## src/rtl/fifo_arb_pkg.sv

```systemverilog
// Shared types and helpers for the FIFO write-port arbiter.
package fifo_arb_pkg;

  typedef enum logic {
    IDLE  = 1'b0,
    BURST = 1'b1
  } arb_state_t;

  // Width of each per-source accepted-word counter.
  localparam int CNT_W = 16;

  // Widest requester vector the round-robin helper supports.
  localparam int MAX_REQ = 8;

  // Round-robin pick: first set bit of req at or above ptr, wrapping at n.
  // Returns ptr unchanged when no bit is set; callers qualify with |req.
  function automatic logic [2:0] rr_pick(input logic [MAX_REQ-1:0] req,
                                         input logic [2:0]         ptr,
                                         input int                 n);
    logic [2:0] win;
    logic       hit;
    int         cand;
    win = ptr;
    hit = 1'b0;
    for (int k = 0; k < MAX_REQ; k++) begin
      cand = (int'(ptr) + k) % n;
      if (!hit && (k < n) && req[cand[2:0]]) begin
        win = cand[2:0];
        hit = 1'b1;
      end
    end
    return win;
  endfunction

endpackage

```

## src/rtl/fifo_wr_arbiter_rr_picker.sv

```systemverilog
// Combinational rotating priority encoder: finds the first active request
// starting at the round-robin pointer and wrapping past the top index.
module rr_picker
  import fifo_arb_pkg::*;
#(
  parameter int NUM_REQ = 4,
  parameter int TAG_W   = $clog2(NUM_REQ)
) (
  input  logic [NUM_REQ-1:0] req,
  input  logic [TAG_W-1:0]   ptr,
  output logic               found,
  output logic [TAG_W-1:0]   idx
);

  logic [MAX_REQ-1:0] req_ext;
  logic [2:0]         ptr_ext;
  logic [2:0]         win;

  // Widen to the helper's fixed width and select the winner.
  always_comb begin
    req_ext = MAX_REQ'(req);
    ptr_ext = 3'(ptr);
    win     = rr_pick(req_ext, ptr_ext, NUM_REQ);
    found   = |req;
    idx     = TAG_W'(win);
  end

endmodule

```

## src/rtl/fifo_wr_arbiter.sv

```systemverilog
// Round-robin burst arbiter in front of the sample FIFO write port. One
// requester owns the port for up to BURST_LEN words; every accepted word
// carries its source index, and per-source counters track accepted words.
module fifo_wr_arbiter
  import fifo_arb_pkg::*;
#(
  parameter int DATA_WIDTH = 24,
  parameter int NUM_REQ    = 4,
  parameter int BURST_LEN  = 4,
  parameter int TAG_W      = $clog2(NUM_REQ)
) (
  input  logic                                clk,
  input  logic                                reset,
  input  logic [NUM_REQ-1:0]                  req,
  input  logic [NUM_REQ-1:0][DATA_WIDTH-1:0]  req_data,
  output logic [NUM_REQ-1:0]                  ack,
  input  logic                                fifo_full,
  output logic                                fifo_wr,
  output logic [DATA_WIDTH-1:0]               fifo_w_data,
  output logic [TAG_W-1:0]                    fifo_w_tag,
  output logic                                busy,
  output logic [NUM_REQ-1:0][CNT_W-1:0]       word_cnt
);

  arb_state_t       state;
  logic [TAG_W-1:0] owner;
  logic [TAG_W-1:0] rr_ptr;
  logic [7:0]       beat_cnt;

  logic             pick_found;
  logic [TAG_W-1:0] pick_idx;
  logic             owner_req;
  logic             wr_en;
  logic             last_beat;
  logic [TAG_W-1:0] next_ptr;

  rr_picker #(
    .NUM_REQ (NUM_REQ),
    .TAG_W   (TAG_W)
  ) u_picker (
    .req   (req),
    .ptr   (rr_ptr),
    .found (pick_found),
    .idx   (pick_idx)
  );

  // Write qualification and FIFO-side outputs. Reset gates the write so a
  // burst interrupted by reset never consumes a word in the reset cycle.
  always_comb begin
    owner_req   = req[owner];
    wr_en       = (state == BURST) && !reset && owner_req && !fifo_full;
    last_beat   = (beat_cnt == 8'(BURST_LEN - 1));
    next_ptr    = (owner == TAG_W'(NUM_REQ - 1)) ? '0 : owner + 1'b1;
    fifo_wr     = wr_en;
    ack         = wr_en ? (NUM_REQ'(1) << owner) : '0;
    fifo_w_data = req_data[owner];
    fifo_w_tag  = owner;
    busy        = (state == BURST);
  end

  // Arbitration FSM: grant in IDLE, stream the owner's words in BURST.
  always_ff @(posedge clk) begin
    if (reset) begin
      state    <= IDLE;
      owner    <= '0;
      rr_ptr   <= '0;
      beat_cnt <= '0;
    end else begin
      case (state)
        IDLE: begin
          if (pick_found) begin
            state    <= BURST;
            owner    <= pick_idx;
            beat_cnt <= '0;
          end
        end
        BURST: begin
          // A dropped request ends the burst even if full just released.
          if (!owner_req) begin
            state  <= IDLE;
            rr_ptr <= next_ptr;
          end else if (wr_en) begin
            beat_cnt <= beat_cnt + 8'd1;
            if (last_beat) begin
              state  <= IDLE;
              rr_ptr <= next_ptr;
            end
          end
        end
        default: state <= IDLE;
      endcase
    end
  end

  // Per-source accepted-word counters, wrapping at the counter width.
  always_ff @(posedge clk) begin
    if (reset) begin
      word_cnt <= '0;
    end else if (wr_en) begin
      word_cnt[owner] <= word_cnt[owner] + CNT_W'(1);
    end
  end

endmodule
```

## config.mk

```make
export PLATFORM = sky130hd
export DESIGN_NAME = fifo_wr_arbiter
export DESIGN_NICKNAME = d
export VERILOG_FILES = /design/src/rtl/fifo_arb_pkg.sv /design/src/rtl/fifo_wr_arbiter_rr_picker.sv /design/src/rtl/fifo_wr_arbiter.sv
export SDC_FILE = /design/constraint.sdc
export NUM_CORES = 1
export LEC_CHECK = 0
export CORE_MARGIN = 3
export CORE_UTILIZATION = 42
export DETAILED_ROUTE_END_ITERATION = 7
export PLACE_DENSITY = 0.83
export SLEW_MARGIN = 20
export SYNTH_ARGS = -nofsm -noshare
export SYNTH_HDL_FRONTEND = slang
export SYNTH_SLANG_ARGS = --single-unit
```

## constraint.sdc

```tcl
create_clock -name clk -period 3.25 [get_ports clk]
set_input_delay 0.65 -clock clk [delete_from_list [all_inputs] [get_ports clk]]
set_output_delay 0.65 -clock clk [all_outputs]
set_load 0.03 [all_outputs]
```

==> impl_metrics.json <==
{
  "drv_slew": 0,
  "p_per_area_nw_per_um2": 384,
  "final.min_clock_period_ns": 2.96,
  "worst_ir_drop_vdd_mv": 0.315,
  "syn_inst": 398,
  "die_h_um": 106,
  "synth-edff-count": 0,
  "worstSkewPairLatency_ns": 0.35,
  "syn_area_um2": 4190,
  "start_kind": "flip-flop",
  "synth_seq_area_share": 0.368,
  "crit_required_ns": 2.60,
  "portBuffers": 198,
  "worst_pin_slew_ns": 0.727,
  "setup_tns_ns": 0,
  "fmax_mhz": 338,
  "synth.distinct_cells": 41,
  "skew_ns": 0.00922,
  "die_x_um": 106,
  "syn_avg_cell_area_um2": 10.5,
  "path_clk_slew_ns": 0.07,
  "die-area_um2": 11200,
  "grt_pass1_vias": 3886,
  "rsz0062_at_grt": "no",
  "ctsHtreeMaxLevel": 3,
  "arrival_ns": 2.31,
  "p_leak_nw": 2.17,
  "total_power_mw": 2.51,
  "hold_class": "reg2reg",
  "numCtsBuffers": 9,
  "fin_util": 0.690,
  "numClockSinks": 77,
  "firstDrtPassIters": 4,
  "ant_nets": 0,
  "vias_per_cell": 5.47,
  "async_flop_share": 0,
  "path_buf_inv": 2,
  "final_common_cell": "clkdlybuf4s50_1",
  "timing_hold_violations_final": 0,
  "gp_congestion": 0.879,
  "grt_usage": 0.254,
  "post_dp_cell_area_um2": 6240,
  "fin_crit_sh": 0.911,
  "clockRootBuffer": "clkbuf_8",
  "final_cell_mix": "clkdlybuf4s50_1, nor2_1, dfxtp_1",
  "vias": 3925,
  "outcome": "completed",
  "post_cts_buffers": 0,
  "syn_nets": 507,
  "grt-ovfl-total": 0,
  "ioPinCount": 199,
  "drt-total-wl_um": 14100,
  "postSynth.topFlopCell": "dfxtp_1",
  "dr.first_iter.drc_count": 214,
  "postCtsHoldBufs": 0,
  "crit_type": "reg2out",
  "cts_buffer_depth": 2,
  "drc": 0,
  "antenna_found_initial": 0,
  "synth_warnings": 0,
  "crit_path_top_delay_cell": "clkdlybuf4s50_1",
  "rows": 35,
  "stdcell_area_um2": 6530,
  "grt_pass1_wl_um": 22200,
  "cap_violations": 0,
  "cp_max_fo": 19,
  "slew-limit-headroom": 0.515,
  "nets": 692,
  "regToRegSetupSlack_ns": 0.66,
  "grt_max_degree": 72,
  "area_delta_synth_final_pct": 55.7,
  "crit_chain": "buf_12, mux4_2, clkdlybuf4s50_1",
  "post_cts_resized": 0,
  "drive_gt1_frac": 0.138,
  "avgRoutedWirePerCell_um": 19.6,
  "max_stage_delay_ns": 0.65,
  "critPathTopFamily": "buffers and inverters",
  "dpl.hpwl_um": 11000,
  "cts_tree": "done",
  "initial_utilization": 0.443,
  "setup_viol": 0,
  "synth_seq_cells": 77,
  "end_kind": "primary output",
  "core_um2": 9460
}
==> per-layer routing <==
metal / wire length, um / track usage / vias up
met5: 0 / 0 / -
met4: 258 / 0.0694 / 0
met3: 1170 / 0.0777 / 19
met2: 7270 / 0.447 / 161
met1: 5390 / 0.301 / 1869
li1: - / - / 1876
==> registers in the layout (all words and copies together), names as in the netlist <==
name / flops
fifo_w_tag: 2
word_cnt: 64
rr_ptr: 2
beat_cnt: 8
busy: 1
==> worst paths after layout <==
path / startpoint / to / depth (start not counted)
setup / recovery: fifo_w_tag[0] / fifo_w_data[10] / 3
hold / removal: rr_ptr[0] / rr_ptr[0] / 2
setup reg to reg: fifo_w_tag[0] / word_cnt[46] / 7
hold reg to reg: rr_ptr[0] / rr_ptr[0] / 2
==> metrics by stage <==
stage          std cells  hold WS (ns)  worst slack [ns]
6_report             718         0.494             0.290
5_1_grt              717         0.509             0.180
4_1_cts              717         0.495            0.0543
3_5_place_dp         701         0.486             0.349
3_3_place_gp         701         0.464             0.341
2_1_floorplan        398         0.445             0.252
==> power breakdown <==
part	switching [mW]	internal [mW]	total [mW]
clock	0.350	0.633	0.982
combinational	0.251	0.294	0.545
sequential	0.0222	0.957	0.979
==> Yosys cell counts, drive strengths merged, types with 3 or more instances <==
cell type | count | area share
ha | 6 | 0.018
nand2 | 8 | 0.0072
nand4 | 4 | 0.011
buf | 21 | 0.030
o21ai | 5 | 0.0060
nor2 | 84 | 0.075
xor2 | 5 | 0.010
nor4 | 5 | 0.013
mux2i | 9 | 0.021
dfxtp | 77 | 0.37
a211oi | 56 | 0.10
mux4 | 41 | 0.22
a21oi | 7 | 0.0084
nand3 | 5 | 0.0090
xnor2 | 15 | 0.031
inv | 7 | 0.0063
nor3 | 3 | 0.0036
nor3b | 3 | 0.0054
clkbuf | 15 | 0.013
and3 | 8 | 0.012
==> worst reg2reg max path, delay by kind of cell, from the launching register on <==
kind | cells | cell delay, ns
simple gates | 2 | 0.75
fa+ha+maj | 1 | 0.21
flops | 1 | 0.55
mux | 1 | 0.30
buf+inv | 1 | 0.25
compound gates | 1 | 0.27
xor+xnor | 1 | 0.20
==> layout make-up <==
class	instances	area (um2)
diodes	1	2.50
clock buffers	11	151
clock inverters	5	129
fillers	694	2930
inverters	7	26.3
multi-input cells	278	2440
flip-flops and latches	77	1550
well taps	129	161
repair buffers	210	2070
==> kinds of logic (layout without fill, tap and decap cells) <==
| group | count (synthesis) | after routing | synth area share |
|---|---|---|---|
| compound gates | 74 | 74 | 0.126 |
| mux | 51 | 51 | 0.249 |
| fa+ha+maj | 6 | 6 | 0.0179 |
| xor+xnor | 20 | 20 | 0.0418 |
| other cells | 0 | 1 | 0 |
| simple gates | 127 | 127 | 0.148 |
| buf+inv | 43 | 233 | 0.0498 |
| flops | 77 | 77 | 0.368 |
(Power assumes the default switching activity.)
